[src/rtl/eth_tx_framer_if.sv]
// Host-side bundle of the Ethernet TX framer: frame request/response
// handshake, TX buffer read port and the GMII-style byte stream.
interface eth_tx_framer_if;
    logic        start;
    logic [15:0] len;
    logic        busy;
    logic        done;
    logic        err;
    logic [15:0] buf_addr;
    logic [7:0]  buf_data;
    logic [7:0]  txd;
    logic        tx_en;

    modport master (
        output start, len, buf_data,
        input  busy, done, err, buf_addr, txd, tx_en
    );

    modport slave (
        input  start, len, buf_data,
        output busy, done, err, buf_addr, txd, tx_en
    );
endinterface

[src/rtl/eth_tx_framer.sv]
// Ethernet TX framer: preamble, SFD, payload from a sync-read buffer, zero pad
// to 60 bytes, optional CRC-32 FCS (macro ETH_TX_FCS_EN), then inter-frame gap.
module eth_tx_framer #(
    parameter int MTU = 1536,
    parameter int IFG = 12
) (
    input  logic             clk,
    input  logic             rst_n,
    eth_tx_framer_if.slave   bus,
    output logic [2:0]       dbg_state
);

    // Handshake: start is a one-cycle request honoured only in IDLE; busy covers
    // the whole frame; done pulses once at the end (with err when rejected).
    typedef enum logic [2:0] {
        S_IDLE, S_PRE, S_SFD, S_DATA, S_PAD, S_FCS, S_GAP, S_RESP
    } state_t;

`ifdef ETH_TX_FCS_EN
    localparam state_t S_TAIL = S_FCS;
`else
    localparam state_t S_TAIL = S_GAP;
`endif

    state_t      state_q, state_d;
    logic [15:0] cnt_q;
    logic [15:0] len_q;
    logic        err_q;
    logic        len_ok;
    logic        accept;
    logic        reject;

    assign len_ok    = (bus.len != 16'd0) && (bus.len <= 16'(MTU));
    assign accept    = (state_q == S_IDLE) && bus.start && len_ok;
    assign reject    = (state_q == S_IDLE) && bus.start && !len_ok;
    assign dbg_state = state_q;

    always_ff @(posedge clk or negedge rst_n) begin
        if (!rst_n) begin
            state_q <= S_IDLE;
            cnt_q   <= 16'd0;
            len_q   <= 16'd0;
            err_q   <= 1'b0;
        end else begin
            state_q <= state_d;
            if (accept)
                len_q <= bus.len;
            if (state_q == S_IDLE)
                err_q <= reject;
            // The byte counter runs on from DATA into PAD so PAD ends at byte 59.
            if ((state_d == S_IDLE) || ((state_d != state_q) && (state_d != S_PAD)))
                cnt_q <= 16'd0;
            else
                cnt_q <= cnt_q + 16'd1;
        end
    end

    always_comb begin
        state_d = state_q;
        case (state_q)
            S_IDLE: begin
                if (accept)
                    state_d = S_PRE;
                else if (reject)
                    state_d = S_RESP;
            end
            S_PRE:  if (cnt_q == 16'd6) state_d = S_SFD;
            S_SFD:  state_d = S_DATA;
            S_DATA: begin
                if (cnt_q == len_q - 16'd1)
                    state_d = (len_q < 16'd60) ? S_PAD : S_TAIL;
            end
            S_PAD:  if (cnt_q == 16'd59) state_d = S_TAIL;
`ifdef ETH_TX_FCS_EN
            S_FCS:  if (cnt_q == 16'd3) state_d = S_GAP;
`endif
            S_GAP:  if (cnt_q == 16'(IFG - 1)) state_d = S_RESP;
            S_RESP: state_d = S_IDLE;
            default: state_d = S_IDLE;
        endcase
    end

`ifdef ETH_TX_FCS_EN
    logic [31:0] crc_q;
    logic [31:0] fcs;

    function automatic logic [31:0] crc_step(input logic [31:0] c, input logic [7:0] b);
        logic [31:0] r;
        r = c ^ {24'd0, b};
        for (int i = 0; i < 8; i++)
            r = r[0] ? ((r >> 1) ^ 32'hEDB88320) : (r >> 1);
        return r;
    endfunction

    always_ff @(posedge clk or negedge rst_n) begin
        if (!rst_n)
            crc_q <= 32'hFFFFFFFF;
        else if (accept)
            crc_q <= 32'hFFFFFFFF;
        else if ((state_q == S_DATA) || (state_q == S_PAD))
            crc_q <= crc_step(crc_q, (state_q == S_DATA) ? bus.buf_data : 8'h00);
    end

    assign fcs = ~crc_q;
`endif

    always_comb begin
        bus.busy     = 1'b0;
        bus.done     = 1'b0;
        bus.err      = 1'b0;
        bus.tx_en    = 1'b0;
        bus.txd      = 8'h00;
        bus.buf_addr = 16'd0;
        case (state_q)
            S_PRE: begin
                bus.busy  = 1'b1;
                bus.tx_en = 1'b1;
                bus.txd   = 8'h55;
            end
            S_SFD: begin
                bus.busy  = 1'b1;
                bus.tx_en = 1'b1;
                bus.txd   = 8'hD5;
            end
            S_DATA: begin
                bus.busy  = 1'b1;
                bus.tx_en = 1'b1;
                bus.txd   = bus.buf_data;
                // Prefetch the next byte, but never step past the last one.
                bus.buf_addr = ((cnt_q + 16'd1) < len_q) ? (cnt_q + 16'd1) : cnt_q;
            end
            S_PAD: begin
                bus.busy  = 1'b1;
                bus.tx_en = 1'b1;
            end
`ifdef ETH_TX_FCS_EN
            S_FCS: begin
                bus.busy  = 1'b1;
                bus.tx_en = 1'b1;
                bus.txd   = fcs[{cnt_q[1:0], 3'b000} +: 8];
            end
`endif
            S_GAP:  bus.busy = 1'b1;
            S_RESP: begin
                bus.done = 1'b1;
                bus.err  = err_q;
            end
            default: ;
        endcase
    end

endmodule

[src/flat_wrapper.sv]
// flat-port wrapper written by rule: the top's interface ports become plain ports
module eth_tx_framer_flat 
#(
    parameter int MTU = 1536,
    parameter int IFG = 12
)
  (clk, rst_n, dbg_state, bus_start, bus_len, bus_buf_data, bus_busy, bus_done, bus_err, bus_buf_addr, bus_txd, bus_tx_en);
  eth_tx_framer_if bus_i ();
  input  logic clk;
  input  logic rst_n;
  output logic [2:0] dbg_state;
  input wire logic [$bits(bus_i.start)-1:0] bus_start;
  input wire logic [$bits(bus_i.len)-1:0] bus_len;
  input wire logic [$bits(bus_i.buf_data)-1:0] bus_buf_data;
  output wire logic [$bits(bus_i.busy)-1:0] bus_busy;
  output wire logic [$bits(bus_i.done)-1:0] bus_done;
  output wire logic [$bits(bus_i.err)-1:0] bus_err;
  output wire logic [$bits(bus_i.buf_addr)-1:0] bus_buf_addr;
  output wire logic [$bits(bus_i.txd)-1:0] bus_txd;
  output wire logic [$bits(bus_i.tx_en)-1:0] bus_tx_en;
  assign bus_i.start = bus_start;
  assign bus_i.len = bus_len;
  assign bus_i.buf_data = bus_buf_data;
  assign bus_busy = bus_i.busy;
  assign bus_done = bus_i.done;
  assign bus_err = bus_i.err;
  assign bus_buf_addr = bus_i.buf_addr;
  assign bus_txd = bus_i.txd;
  assign bus_tx_en = bus_i.tx_en;
  eth_tx_framer #(.MTU(MTU), .IFG(IFG)) u_core (.clk(clk), .rst_n(rst_n), .bus(bus_i), .dbg_state(dbg_state));
endmodule
[config.mk]
export PLATFORM = sky130hd
export DESIGN_NAME = eth_tx_framer_flat
export DESIGN_NICKNAME = d
export VERILOG_FILES = /design/src/rtl/eth_tx_framer_if.sv /design/src/rtl/eth_tx_framer.sv /design/src/flat_wrapper.sv
export SDC_FILE = /design/constraint.sdc
export NUM_CORES = 1
export LEC_CHECK = 0
export BUFFER_PORTS_ARGS = -buffer_cell sky130_fd_sc_hd__buf_2
export CAP_MARGIN = 10
export CORE_ASPECT_RATIO = 0.8
export CORE_MARGIN = 3
export CORE_UTILIZATION = 32
export CTS_BUF_LIST = sky130_fd_sc_hd__clkbuf_2
export DETAILED_ROUTE_END_ITERATION = 10
export PLACE_DENSITY = 0.61
export SYNTH_ARGS = -nofsm -noshare
export SYNTH_HDL_FRONTEND = slang
export SYNTH_SLANG_ARGS = --single-unit
[constraint.sdc]
create_clock -name clk -period 6.4 [get_ports clk]
set_clock_uncertainty 0.05 [all_clocks]
set_input_delay 0.64 -clock clk [delete_from_list [all_inputs] [get_ports clk]]
set_output_delay 0.64 -clock clk [all_outputs]
set_load 0.1 [all_outputs]
==> flow_summary.yaml <==
synthesis:
  yosys-top-cells-area: "dfrtp_1, ha_1, o221ai_2, xnor2_1, nand2_1"
  synth_top_cell_by_area: "dfrtp_1"
  yosys_warnings: 0
  ys_ff_latch: 36
  synth_cell_type_count: 65
  synth_top_area_share: 0.250
  async_flop_share: 1.00
  synthCells: 438
  synthesis.area_um2: 3610
  synth.net_count: 484
  synth_edf_count: 0
  post_synth.cell_area_avg_um2: 8.23
  synthFlopType: "dfrtp_1"
  synth-seq-area-share: 0.250
global_routing:
  overflow: 0
  grt_pass1_vias: 3473
  antenna_found_initial: 0
  grt_max_degree: 37
  grt_pass1_wl_um: 17500
  grt_use_total: 0.170
route:
  drt_iter0_markers: 300
  drt-pass1-iter-count: 4
  post_drt_wl_per_cell_um: 17.5
  viasPerCell: 5.66
  wl_um: 10800
  route.vias.total: 3484
  drc: 0
  detail-route-antenna-nets: 0
clock_network:
  cts_hold_buffers: 0
  cts_buffers: 5
  worstSkewPairLatency_ps: 380
  cts_setup_buffers: 0
  htreeDepth: 2
  cts_sinks: 36
  cts_tree: "yes"
  cts_root_buf: "clkbuf_2"
  clockBufferDepth: 2
  cts_resized: 0
  clk_pin_slew_ps: 200
timing:
  max-slew-margin-rel: 0.369
  worst_pin_slew_ps: 923
  fin_tns_setup_ps: 0
  layout_worst_path_cycle_share: 0.866
  maxSlewViolCount: 0
  finalCriticalPeriod_ps: 5540
  timing.fmax_mhz: 181
  rsz0062_at_grt: "no"
  final-hold-violation-count: 0
  setup_violations: 0
worst_setup_path:
  critPathCaptureType: "output pin"
  slowest_stage: "dfrtp_1"
  r2r-end: "u_core.cnt_q[11]"
  crit_type: "reg2out"
  r2r_setup_slack_ps: 3220
  required_ps: 5710
  path_max_fanout: 15
  cp.arrival_ps: 4850
  crit_chain: "ha_1, nand2_1, nor4_2, and3_1, nand3_1, xnor2_1, ha_1, a21o_1, a21oi_1, o21ai_0, buf_4, or4_1, a21oi_1, buf_2"
  r2r_start: "u_core.len_q[4]"
  cp_slowest_stage_delay_ps: 530
  crit_path_start_kind: "flip-flop"
  r2r_cells: 7
die:
  die-height_um: 101
  initial_core_util: 0.330
  rows: 34
  design.core.area_um2: 10900
  ios: 58
  die_area_um2: 12600
  die_w_um: 125
final_layout:
  final_cell_count_no_fill: 616
  diodes: 0
  fin_nets: 517
  layout-drive-gt1-share: 0.229
  syn_to_final_growth_pct: 11.2
run:
  maxCapViolCount: 0
power_and_ir_drop:
  ir_drop_uv: 152
  power.density_nw_per_um2: 273
  p_leak_nw: 1.79
placed_design:
  port_buffers: 57
  hpwl_um: 8100
  place_inst: 608
  gp_congestion: 0.911
hold_path:
  hold_path_class: "in2async"
run_status:
  outcome: "completed"
-- area by class of cell --
| cell class | instances | area (um2) |
|---|---|---|
| Inverter | 33 | 124 |
| Clock buffer | 5 | 25.0 |
| Sequential cell | 36 | 901 |
| Fill cell | 1139 | 6920 |
| Tap cell | 144 | 180 |
| Multi-Input combinational cell | 334 | 2430 |
| Clock inverter | 3 | 37.5 |
| Timing Repair Buffer | 61 | 315 |
-- worst max-delay path, delay by kind of cell (launching register included) --
| kind | cells | cell delay [ps] |
|---|---|---|
| AOI/OAI and AO/OA | 4 | 690 |
| xor gates and xnor gates | 1 | 340 |
| adders and majority gates | 2 | 670 |
| buffers and inverters | 2 | 660 |
| DFF | 1 | 530 |
| and+or+nand+nor | 5 | 1590 |
-- kinds of logic after synthesis --
| group | Yosys count | share of synthesized area |
|---|---|---|
| buffers and inverters | 68 | 0.0805 |
| muxes | 11 | 0.0344 |
| adders and majority gates | 19 | 0.0659 |
| DFF | 36 | 0.250 |
| AOI/OAI and AO/OA | 106 | 0.230 |
| xor gates and xnor gates | 32 | 0.0777 |
| and+or+nand+nor | 166 | 0.261 |
-- power by group --
group / leakage, nW / total (W) / internal (W) / switching [W]
Sequential: 0.457 / 0.000300 / 0.000251 / 0.0000492
Clock: 0.0380 / 0.000143 / 0.0000637 / 0.0000798
Combinational: 1.30 / 0.000650 / 0.000164 / 0.000486
Total: 1.79 / 0.00109 / 0.000479 / 0.000615
-- sequential cells by signal, indices dropped and copies added, names as in the netlist --
signal and count:
u_core.len_q 16, u_core.dbg_state 3, u_core.cnt_q 16, u_core.err_q 1
-- worst max path at each step --
| stage | depth (start not counted) | to | slack [ps] | from |
|---|---|---|---|---|
| 6_report | 14 | bus_buf_addr[3] | 860 | u_core.cnt_q[1] |
| 4_1_cts | 14 | bus_buf_addr[3] | 860 | u_core.cnt_q[1] |
| 5_1_grt | 13 | bus_buf_addr[1] | 520 | u_core.cnt_q[0] |
| 2_1_floorplan | 14 | bus_buf_addr[1] | 470 | u_core.cnt_q[6] |
| 3_3_place_gp | 14 | bus_buf_addr[3] | 1420 | u_core.cnt_q[1] |
| 3_5_place_dp | 14 | bus_buf_addr[3] | 1370 | u_core.cnt_q[1] |
-- cells in the mapped netlist (2+ instances only) --
master and n:
o221ai_2 10, and3_1 3, buf_2 7, or3_1 2, inv_1 33, o41ai_1 2, buf_4 2, o21a_1 7
a41o_1 6, mux2_2 11, xnor2_1 17, o21ai_0 12, nor4_1 7, or4_1 8, a311oi_1 2, nor2_1 21
o31ai_1 8, clkbuf_1 21, nand4_1 8, and2_1 12, nand3_1 21, nand3b_1 2, dfrtp_1 36, a2111oi_0 2
buf_6 2, ha_1 19, o311ai_0 3, nand2b_1 8, xor2_1 15, or2_2 4, nand2_1 39, a21o_1 2
a21oi_1 23, o221ai_1 3, a31oi_1 14, buf_1 2, nor3_1 8, nor4_2 4, nor2b_1 6
-- metal layers --
layer	global-route usage	part of all wire	up-vias
met5	0	0	-
met4	0.0472	0.015	0
met3	0.0339	0.064	19
li1	-	-	1662
met2	0.288	0.48	117
met1	0.222	0.44	1686
-- metrics by stage --
step / setup WS [ps] / power, W / instance area (um2) / util / hold WS [ps]
2_1_floorplan: 466 / 0.000827 / 3610 / - / 294
3_3_place_gp: 1420 / 0.000941 / 3950 / 0.361 / 476
3_5_place_dp: 1370 / 0.000946 / 3950 / 0.361 / 489
4_1_cts: 864 / 0.00110 / 4010 / 0.367 / 286
5_1_grt: 524 / 0.00116 / 4010 / 0.367 / 297
6_report: 860 / 0.00109 / 4010 / 0.367 / 272
-- layout by cell type (no fill, tap or decap), types with 2 or more instances in the layout --
master | netlist | final
mux2_2 | 11 | 11
nand4_1 | 8 | 8
and2_1 | 12 | 12
and3_1 | 3 | 3
clkinv_1 | 0 | 2
nor4_2 | 4 | 4
a21o_1 | 2 | 2
xor2_1 | 15 | 15
o221ai_2 | 10 | 10
xnor2_1 | 17 | 17
a21oi_1 | 23 | 23
o311ai_0 | 3 | 3
or4_1 | 8 | 8
a311oi_1 | 2 | 2
inv_1 | 33 | 33
a31oi_1 | 14 | 14
or3_1 | 2 | 2
clkbuf_2 | 0 | 5
o21ai_0 | 12 | 12
nand2_1 | 39 | 39
nor2b_1 | 6 | 6
nor3_1 | 8 | 8
nor2_1 | 21 | 21
buf_4 | 2 | 4
ha_1 | 19 | 19
nor4_1 | 7 | 7
nand2b_1 | 8 | 8
or2_2 | 4 | 4
o31ai_1 | 8 | 8
nand3_1 | 21 | 21
o21a_1 | 7 | 7
dfrtp_1 | 36 | 36
a41o_1 | 6 | 6
o221ai_1 | 3 | 3
nand3b_1 | 2 | 2
buf_2 | 7 | 57
Power figures use the tool's default switching activity.
